File: src/rtl/mips_pkg.sv
// Shared definitions for the multiply/divide unit.
//   mdu_op_e    : operation codes carried on the 2-bit op port
//   mdu_state_e : control FSM states
//   op_is_div / op_is_signed : decode helpers for the op code
package mips_pkg;

  typedef enum logic [1:0] {
    MDU_MULT  = 2'b00,
    MDU_MULTU = 2'b01,
    MDU_DIV   = 2'b10,
    MDU_DIVU  = 2'b11
  } mdu_op_e;

  typedef enum logic [1:0] {
    MDU_IDLE = 2'b00,
    MDU_CALC = 2'b01,
    MDU_FIX  = 2'b10
  } mdu_state_e;

  function automatic logic op_is_div(input logic [1:0] op);
    return (op == MDU_DIV) || (op == MDU_DIVU);
  endfunction

  function automatic logic op_is_signed(input logic [1:0] op);
    return (op == MDU_MULT) || (op == MDU_DIV);
  endfunction

endpackage

File: src/rtl/mdu_abs_neg.sv
// Combinational per-lane conditional two's-complement negate.
//   data_i : LANES words of WIDTH bits
//   inv_i  : per-lane invert enable
//   inc_i  : per-lane increment (carry-in)
//   data_o : (inv ? ~data : data) + inc, per lane
// With inv=inc the lane is a plain conditional negate (used for abs()).
// Keeping inv and inc separate lets two lanes form one double-width
// negate: the upper lane only receives the +1 when the lower lane is zero.
module mdu_abs_neg #(
  parameter int WIDTH = 32,
  parameter int LANES = 2
) (
  input  logic [LANES-1:0][WIDTH-1:0] data_i,
  input  logic [LANES-1:0]            inv_i,
  input  logic [LANES-1:0]            inc_i,
  output logic [LANES-1:0][WIDTH-1:0] data_o
);

  generate
    for (genvar gi = 0; gi < LANES; gi++) begin : g_lane
      assign data_o[gi] = (inv_i[gi] ? ~data_i[gi] : data_i[gi])
                        + {{(WIDTH-1){1'b0}}, inc_i[gi]};
    end
  endgenerate

endmodule

File: src/rtl/mult_div_unit.sv
// Iterative multiply/divide unit holding the HI/LO registers.
//   clk, rst_n          : clock (rising edge), asynchronous active-low reset
//   start, op           : launch MULT/MULTU/DIV/DIVU when idle
//   operand_a/operand_b : rs (multiplicand/dividend), rt (multiplier/divisor)
//   mthi, mtlo, mt_data : direct HI/LO writes, honoured only when idle
//   busy                : operation in progress (CALC or FIX)
//   done                : high during the FIX cycle; HI/LO update at its end
//   div_by_zero         : set at launch of a divide by zero, held until next start
//   hi, lo              : HI/LO registers
// Operands are made non-negative at launch, a W-step unsigned shift-add or
// restoring shift-subtract runs in CALC, and FIX restores the signs.
module mult_div_unit
  import mips_pkg::*;
#(
  parameter int WIDTH = 32
) (
  input  logic             clk,
  input  logic             rst_n,
  input  logic             start,
  input  logic [1:0]       op,
  input  logic [WIDTH-1:0] operand_a,
  input  logic [WIDTH-1:0] operand_b,
  input  logic             mthi,
  input  logic             mtlo,
  input  logic [WIDTH-1:0] mt_data,
  output logic             busy,
  output logic             done,
  output logic             div_by_zero,
  output logic [WIDTH-1:0] hi,
  output logic [WIDTH-1:0] lo
);

  localparam int CW = $clog2(WIDTH);

  mdu_state_e           state_q, state_d;
  logic [2*WIDTH-1:0]   acc_q;      // product, or quotient in the low half
  logic [WIDTH:0]       rem_q;      // partial remainder
  logic [WIDTH-1:0]     opnd_q;     // |multiplicand| or |divisor|
  logic [CW-1:0]        count_q;
  logic                 is_div_q;
  logic                 neg_quo_q;  // negate product / quotient at FIX
  logic                 neg_rem_q;  // negate remainder at FIX
  logic                 dz_q;
  logic [WIDTH-1:0]     hi_q, lo_q;

  // ---------------- launch-time decode and operand abs ----------------
  logic                  start_signed, start_div, start_dz;
  logic                  a_neg, b_neg;
  logic [1:0][WIDTH-1:0] abs_ops;

  assign start_signed = op_is_signed(op);
  assign start_div    = op_is_div(op);
  assign start_dz     = start_div && (operand_b == '0);
  assign a_neg        = start_signed & operand_a[WIDTH-1];
  assign b_neg        = start_signed & operand_b[WIDTH-1];

  // |0x80..0| yields 0x80..0, which is the correct unsigned magnitude.
  mdu_abs_neg #(.WIDTH(WIDTH), .LANES(2)) u_abs (
    .data_i ({operand_b, operand_a}),
    .inv_i  ({b_neg, a_neg}),
    .inc_i  ({b_neg, a_neg}),
    .data_o (abs_ops)
  );

  // ---------------- iteration step ----------------
  logic [WIDTH:0]       mul_sum;
  logic [2*WIDTH-1:0]   mul_acc_d;
  logic [WIDTH+1:0]     div_shift, div_diff;
  logic                 div_ok;
  logic [WIDTH:0]       div_rem_d;
  logic [WIDTH-1:0]     div_quo_d;

  // Multiply: multiplier sits in the low half and is consumed LSB first
  // while the product grows into the high half.
  assign mul_sum   = {1'b0, acc_q[2*WIDTH-1:WIDTH]}
                   + (acc_q[0] ? {1'b0, opnd_q} : '0);
  assign mul_acc_d = {mul_sum, acc_q[WIDTH-1:1]};

  // Divide: shift the next dividend bit into the remainder; a non-negative
  // trial difference means the quotient bit is 1 and the difference is kept.
  assign div_shift = {rem_q, acc_q[WIDTH-1]};
  assign div_diff  = div_shift - {2'b00, opnd_q};
  assign div_ok    = ~div_diff[WIDTH+1];
  assign div_rem_d = div_ok ? div_diff[WIDTH:0] : div_shift[WIDTH:0];
  assign div_quo_d = {acc_q[WIDTH-2:0], div_ok};

  // ---------------- result sign fix ----------------
  // Lane 0 is LO (product low / quotient), lane 1 is HI (product high /
  // remainder). For a product the two lanes chain into one 2W negate.
  logic [1:0][WIDTH-1:0] fix_in, fix_out;
  logic [1:0]            fix_inv, fix_inc;

  always_comb begin
    fix_in[0]  = acc_q[WIDTH-1:0];
    fix_inv[0] = neg_quo_q;
    fix_inc[0] = neg_quo_q;
    if (is_div_q) begin
      fix_in[1]  = rem_q[WIDTH-1:0];
      fix_inv[1] = neg_rem_q;
      fix_inc[1] = neg_rem_q;
    end else begin
      fix_in[1]  = acc_q[2*WIDTH-1:WIDTH];
      fix_inv[1] = neg_quo_q;
      fix_inc[1] = neg_quo_q & (acc_q[WIDTH-1:0] == '0);
    end
  end

  mdu_abs_neg #(.WIDTH(WIDTH), .LANES(2)) u_fix (
    .data_i (fix_in),
    .inv_i  (fix_inv),
    .inc_i  (fix_inc),
    .data_o (fix_out)
  );

  // ---------------- FSM: state register ----------------
  always_ff @(posedge clk or negedge rst_n) begin
    if (!rst_n) state_q <= MDU_IDLE;
    else        state_q <= state_d;
  end

  // ---------------- FSM: next state ----------------
  always_comb begin
    state_d = state_q;
    case (state_q)
      MDU_IDLE: if (start) state_d = start_dz ? MDU_FIX : MDU_CALC;
      MDU_CALC: if (count_q == '0) state_d = MDU_FIX;
      MDU_FIX:  state_d = MDU_IDLE;
      default:  state_d = MDU_IDLE;
    endcase
  end

  // ---------------- FSM: outputs ----------------
  always_comb begin
    busy = (state_q != MDU_IDLE);
    done = (state_q == MDU_FIX);
  end

  // ---------------- datapath registers ----------------
  always_ff @(posedge clk or negedge rst_n) begin
    if (!rst_n) begin
      acc_q     <= '0;
      rem_q     <= '0;
      opnd_q    <= '0;
      count_q   <= '0;
      is_div_q  <= 1'b0;
      neg_quo_q <= 1'b0;
      neg_rem_q <= 1'b0;
      dz_q      <= 1'b0;
      hi_q      <= '0;
      lo_q      <= '0;
    end else begin
      case (state_q)
        MDU_IDLE: begin
          if (start) begin
            is_div_q  <= start_div;
            dz_q      <= start_dz;
            count_q   <= CW'(WIDTH-1);
            opnd_q    <= start_div ? abs_ops[1] : abs_ops[0];
            if (start_dz) begin
              // Reuse the divide FIX path: HI <- raw dividend, LO <- all ones.
              neg_quo_q <= 1'b0;
              neg_rem_q <= 1'b0;
              acc_q     <= {{WIDTH{1'b0}}, {WIDTH{1'b1}}};
              rem_q     <= {1'b0, operand_a};
            end else begin
              neg_quo_q <= a_neg ^ b_neg;
              neg_rem_q <= start_div & a_neg;  // remainder follows dividend
              acc_q     <= {{WIDTH{1'b0}}, start_div ? abs_ops[0] : abs_ops[1]};
              rem_q     <= '0;
            end
          end else begin
            if (mthi) hi_q <= mt_data;
            if (mtlo) lo_q <= mt_data;
          end
        end
        MDU_CALC: begin
          count_q <= count_q - 1'b1;
          if (is_div_q) begin
            rem_q              <= div_rem_d;
            acc_q[WIDTH-1:0]   <= div_quo_d;
          end else begin
            acc_q <= mul_acc_d;
          end
        end
        MDU_FIX: begin
          lo_q <= fix_out[0];
          hi_q <= fix_out[1];
        end
        default: ;
      endcase
    end
  end

  assign div_by_zero = dz_q;
  assign hi          = hi_q;
  assign lo          = lo_q;

endmodule

File: config.mk
export PLATFORM = sky130hd
export DESIGN_NAME = mult_div_unit
export DESIGN_NICKNAME = d
export VERILOG_FILES = /design/src/rtl/mips_pkg.sv /design/src/rtl/mdu_abs_neg.sv /design/src/rtl/mult_div_unit.sv
export SDC_FILE = /design/constraint.sdc
export NUM_CORES = 1
export LEC_CHECK = 0
export ABC_AREA = 1
export BUFFER_PORTS_ARGS = -buffer_cell sky130_fd_sc_hd__clkbuf_2
export CAP_MARGIN = 40
export CORE_MARGIN = 4
export CORE_UTILIZATION = 50
export CTS_CLUSTER_DIAMETER = 40
export DETAILED_ROUTE_END_ITERATION = 16
export PLACE_DENSITY = 0.81
export SYNTH_ARGS = -nofsm -noshare
export SYNTH_HDL_FRONTEND = slang
export SYNTH_SLANG_ARGS = --single-unit
File: constraint.sdc
create_clock -name clk -period 2.96 [get_ports clk]
set_input_delay 0.592 -clock clk [delete_from_list [all_inputs] [get_ports clk]]
set_output_delay 0.592 -clock clk [all_outputs]
set_load 0.03 [all_outputs]
==> metrics.txt, run 1 <==
Post-CTS Setup Bufs=0; Worst Setup SP=acc_q[31]$_DFFE_PN0P_; Fmax=0.3570 GHz; multi-input logic area=0.01357 mm2; Post-Route WL=82.29 mm; Worst VDD drop=0.0006465 V; IO Count=170; critical path capture point type=flop; largest net degree at the start of global routing=81; Syn Nets=3588; Power, Total=32810 uW; CP max stage cell=fa_1; die area=0.04556 mm2; FP Rows=75; hold crit path type=in -> async; CTS Buffer Depth=3; Mapped Avg Cell Area=6.187 um2; Async SR Flop Fraction=1.000; H-tree depth=2; synthesis-stage register bit count=204; worst slew pin tran=0.8342 ns; Core Area=0.04185 mm2; Final Util=0.5841; YS warnings=0; Ant. Diodes=0; grt ovf=0; Worst-Skew Late Latency=0.57 ns; most common cell after layout, fill and taps aside=nand2_1; final worst slack=0.1588 ns; Total GRT Usage=0.3517; Reg2Reg Setup Slack=0.16 ns; fin crit period=2.801 ns; FF-to-FF path depth=16; DRC Markers=0; Tcrit/Tclk final=0.9464; commonest cells after routing, fill and taps aside=1058 x nand2_1, 491 x inv_1, 346 x nor2_1; CP Max Fanout=4; fraction of layout instances using a drive strength above 1=0.1247; PwrDens=1342 mW/mm2; first-pass GRT wire length=124.5 mm; Initial DRC Count=2705; Via Count=23760; per-cell routed wire length=19.65 um; Port Buffers=169; Layout area overhead=15.84%; crit path DAT=3.28 ns; register area=0.005114 mm2; layout net count=3796; clock net sink count=204; Post-synth top flop=dfrtp_1; CTS Root Cell=clkbuf_16; Post-DRT Antenna Nets=0; static leakage=0.01253 uW; fillcell total=4131; most frequent CP cell=nand2_1; Slowest Stage Delay on Critical Path=0.45 ns; fin. max-slew vios=0; Worst slew margin=0.4433; Final Hold Fails=0; Yosys cell types=57; dpl hpwl=66.49 mm; Inserted Clock Buffers=41; Via density=5.673; vias in the first global route=22150; CTS tree=yes; Clock Skews=0.03002 ns; crit-path cells=inv_1 -> ha_1 -> fa_1 -> inv_1 -> nand3_1 -> nand2_1 -> nand2_1 -> nand2_1 -> nand2_1 -> nand2_1 -> nand3_1 -> nand3b_1 -> nand2_1 -> nand2_1 -> nand3_1 -> a21oi_1; Max-Cap Viols=0; starting density of the core=0.5042; status=finished, final reports clean; chip width=213.4 um; synthesized instance count=3411; CP Class=reg -> reg; Final setup viols=0; FF-to-FF End=rem_q[22]$_DFFE_PN0P_; number of synthesized flops with an enable pin=0; RD Place Congestion=1.082; reg2reg start=acc_q[31]$_DFFE_PN0P_; Synth Cell Area=0.02110 mm2; CTS clock-pin slew for the worst setup and hold paths=0.06 ns; DRT Pass-1 Iters=6; Post-Place Setup Slack=-0.05995 ns; Die Ht=213.4 um; crit start category=flop; sequential element share of the synthesized area=0.2419; initial antenna violation count=2; Worst EP required=3.44 ns
[repair_timing]
action,4_1_cts,5_1_grt
gates resized for setup,1,18
gates cloned,0,0
hold buffers,0,0
setup endpoints to repair,8,60
pin swaps,0,1
[area by class of cell]
class,instances,area share
inverter,506,0.07769
clock inverter,29,0.01402
timing repair buffer,274,0.07283
sequential,204,0.2092
multi-input combinational,2592,0.5550
clock buffer,44,0.04366
tap,539,0.02759
[worst max-delay path: cells and delay by family, from the launching register on]
kind	cells	cell delay, ns
flip-flops	1	0.39
AO/OA/AOI/OAI	1	0.15
buffers and inverters	2	0.27
AND/OR/NAND/NOR	11	1.15
adder cells (fa/ha/maj)	2	0.72
[metal layers]
layer | up-vias | share of wire | global-route usage
li1 | 11320 | - | -
met3 | 295 | 0.098 | 0.06042
met4 | 2 | 0.074 | 0.2086
met1 | 10820 | 0.40 | 0.4603
met5 | - | 0.00016 | 0
met2 | 1317 | 0.43 | 0.5483
[registers in the layout, summed over array words and instances, names as in the netlist]
signal	cells
lo	32
hi	32
is_div_q	1
div_by_zero	1
opnd_q	32
neg_rem_q	1
neg_quo_q	1
rem_q	33
count_q	5
acc_q	64
state_q	2
[synth_stat cells, drive strengths merged (9+ instances only)]
library cell  instances  area, um2
buf                  43      356.6
a31oi                13      81.33
xnor2                92      940.9
a21boi               14      105.1
ha                   72      900.9
nand3               291       1461
xor2                127       1169
o21bai               12      90.09
nand2              1064       4016
dfrtp               204       5105
o211ai               34      255.2
a21oi               148      740.7
nor3                 24      150.2
o21ai               147      750.7
nand4                40      250.2
a2bb2oi               9      78.83
inv                 501       1881
nor2                383       1543
o22ai                12      75.07
nand3b               16      120.1
a221oi               31      271.5
o221ai               20      175.2
clkbuf               66      247.7
nor4                  9      56.30
[stage by stage]
stage                     hold WS (ns)  TNS (ns)  instances  area (um2)
after global routing            0.1575   -0.1551       4188       24450
after floorplan                 0.2964         0       3411       21100
after global placement          0.4696  -0.06555       4114       22970
after detailed placement        0.4814   -0.2632       4115       22990
final                           0.1145         0       4188       24450
after CTS                       0.1230         0       4188       24410
[kinds of logic after synthesis]
| kind of cell | Yosys count | share of synthesized area |
|---|---|---|
| DFF | 204 | 0.2419 |
| buffers and inverters | 615 | 0.1186 |
| and+or+nand+nor | 1843 | 0.3648 |
| xor gates and xnor gates | 219 | 0.09996 |
| adders and majority gates | 74 | 0.04458 |
| AOI/OAI and AO/OA | 456 | 0.1301 |
[report_power, final]
group | internal, uW | total, uW | switching, uW | leakage, uW
logic | 7300 | 22100 | 14800 | 0.00941
registers | 4230 | 5840 | 1620 | 0.00244
clock network | 3080 | 4830 | 1750 | 0.000683
[worst max-delay path by stage]
stage,slack [ns],cells after the start,to
2_1_floorplan,0.08,17,acc_q[53]$_DFFE_PN0P_
3_3_place_gp,-0.04,14,hi[28]$_DFFE_PN0P_
3_5_place_dp,-0.06,14,hi[28]$_DFFE_PN0P_
4_1_cts,0.03,14,hi[10]$_DFFE_PN0P_
5_1_grt,-0.04,16,hi[30]$_DFFE_PN0P_
6_report,0.16,16,rem_q[22]$_DFFE_PN0P_
No activity file was read; power rests on OpenSTA's default activity.
==> inputs of run 2 (changes only) <==
--- a/config.mk
+++ b/config.mk
@@ -8,11 +8,12 @@
 export ABC_AREA = 1
 export BUFFER_PORTS_ARGS = -buffer_cell sky130_fd_sc_hd__clkbuf_2
 export CAP_MARGIN = 40
+export CORE_ASPECT_RATIO = 0.7
 export CORE_MARGIN = 4
-export CORE_UTILIZATION = 50
+export CORE_UTILIZATION = 44
 export CTS_CLUSTER_DIAMETER = 40
 export DETAILED_ROUTE_END_ITERATION = 16
-export PLACE_DENSITY = 0.81
+export PLACE_DENSITY = 0.74
 export SYNTH_ARGS = -nofsm -noshare
 export SYNTH_HDL_FRONTEND = slang
 export SYNTH_SLANG_ARGS = --single-unit
==> metrics.txt, run 2 (synthesis gave the netlist of run 1 again) <==
CP Class=reg -> reg; Worst-Skew Late Latency=0.60 ns; Tcrit/Tclk final=0.9624; Clock Skews=0.03249 ns; Core Area=0.04691 mm2; DRC Markers=0; FP Rows=66; Top reg by flops=acc_q; die area=0.05159 mm2; PwrDens=1349 mW/mm2; RSZ-0062 raised after global routing=true; layout net count=3802; initial antenna violation count=4; starting density of the core=0.4499; Final Hold Fails=0; Max-Cap Viols=0; CTS clock-pin slew for the worst setup and hold paths=0.06 ns; Largest regs=acc_q: 64 flops, rem_q: 33 flops; FF-to-FF path depth=15; Die Ht=191.2 um; static leakage=0.01244 uW; Port Buffers=169; RD Place Congestion=1.067; status=finished, final reports clean; fin crit period=2.849 ns; Via density=5.558; first-pass GRT wire length=128.2 mm; DRT Pass-1 Iters=6; Hold Path Depth=3; most common cell after layout, fill and taps aside=nand2_1; crit path DAT=3.37 ns; IO Count=170; hold crit path type=in -> reg; chip width=269.8 um; crit start category=flop; critical path capture point type=flop; per-cell routed wire length=20.27 um; CTS tree=yes; Fmax=0.3511 GHz; Post-Route WL=86.36 mm; grt ovf=0; dpl hpwl=71.22 mm; fin. max-slew vios=0; Power, Total=32800 uW; CTS Buffer Depth=3; Worst EP required=3.48 ns; vias in the first global route=20760; Worst VDD drop=0.0006905 V; clock net sink count=204; CTS Root Cell=clkbuf_16; largest net degree at the start of global routing=75; commonest cells after routing, fill and taps aside=1053 x nand2_1, 487 x inv_1, 344 x nor2_1; fraction of layout instances using a drive strength above 1=0.1280; Inserted Clock Buffers=30; hold slack=0.2785 ns; Initial DRC Count=3595; max reg flops=64; Final Non-Filler Cells=4261; Total GRT Usage=0.3216; Final Cell Area=0.02432 mm2; Worst slew margin=0.5377; CP Max Fanout=4; Final setup viols=0; worst slew pin tran=0.6861 ns; placed insts=4197; DP Area=0.02313 mm2; H-tree depth=1; Via Count=23680; Post-DRT Antenna Nets=0; Layout area overhead=15.23%
-- run 2: final timing paths --
kind	slack [ns]	from	end
max in group asynchronous	1.61	rst_n	neg_quo_q$_DFFE_PN0P_
max	0.11	acc_q[31]$_DFFE_PN0P_	rem_q[16]$_DFFE_PN0P_
min in group asynchronous	0.55	rst_n	rem_q[1]$_DFFE_PN0P_
min reg2reg	0.49	count_q[3]$_DFFE_PN0P_	count_q[3]$_DFFE_PN0P_
min	0.28	mt_data[0]	lo[0]$_DFFE_PN0P_
max reg2reg	0.11	acc_q[31]$_DFFE_PN0P_	rem_q[16]$_DFFE_PN0P_
-- run 2: stage by stage --
stage                     utilization  setup WS, ns  TNS (ns)
after global placement         0.4922       0.08504         0
after global routing           0.5184      -0.08531   -0.1193
after detailed placement       0.4931        0.1143         0
after CTS                      0.5154       0.05769         0
after floorplan                     -       0.07823         0
final                          0.5185        0.1114         0
-- run 2: where the power goes --
part           internal [uW]  total, uW  switching [uW]
Clock                   2220       3810            1590
Sequential              4220       5660            1430
Combinational           7520      23300           15800
-- run 2: area by class of cell --
type / instances / area (um2)
clock buffer: 35 / 789.5
sequential: 204 / 5112
tap: 612 / 765.7
clock inverter: 20 / 246.5
fill: 4770 / 22590
antenna: 1 / 2.502
inverter: 506 / 1899
timing repair buffer: 291 / 1886
multi-input combinational: 2592 / 13620
-- run 2: per-layer routing --
| layer | routed length, um | vias up | GRT usage | share of wire |
|---|---|---|---|---|
| li1 | - | 11340 | - | - |
| met1 | 40120 | 10830 | 0.5072 | 0.46 |
| met2 | 32290 | 1384 | 0.4250 | 0.37 |
| met3 | 12130 | 125 | 0.1005 | 0.14 |
| met4 | 1794 | 6 | 0.05292 | 0.021 |
| met5 | 35 | - | 0 | 0.00041 |
-- run 2: critical path, stage by stage, from the launching register on --
cell	delay, ns
dfrtp_1	0.43
inv_1	0.10
ha_1	0.28
fa_2	0.42
inv_1	0.10
nand3_1	0.09
nand2_2	0.13
nand2_1	0.06
nand2_1	0.11
nand3_1	0.09
nand2_1	0.16
xor2_1	0.40
inv_1	0.08
nand2_1	0.08
nand3_1	0.06
a21oi_1	0.17
-- run 2: what timing repair did --
| action | 4_1_cts | 5_1_grt |
|---|---|---|
| hold buffers | 1 | 0 |
| hold endpoints to repair | 50 | 0 |
| buffers inserted | 0 | 7 |
| endpoints found under the setup margin | 0 | 65 |
| gates resized for setup | 0 | 39 |
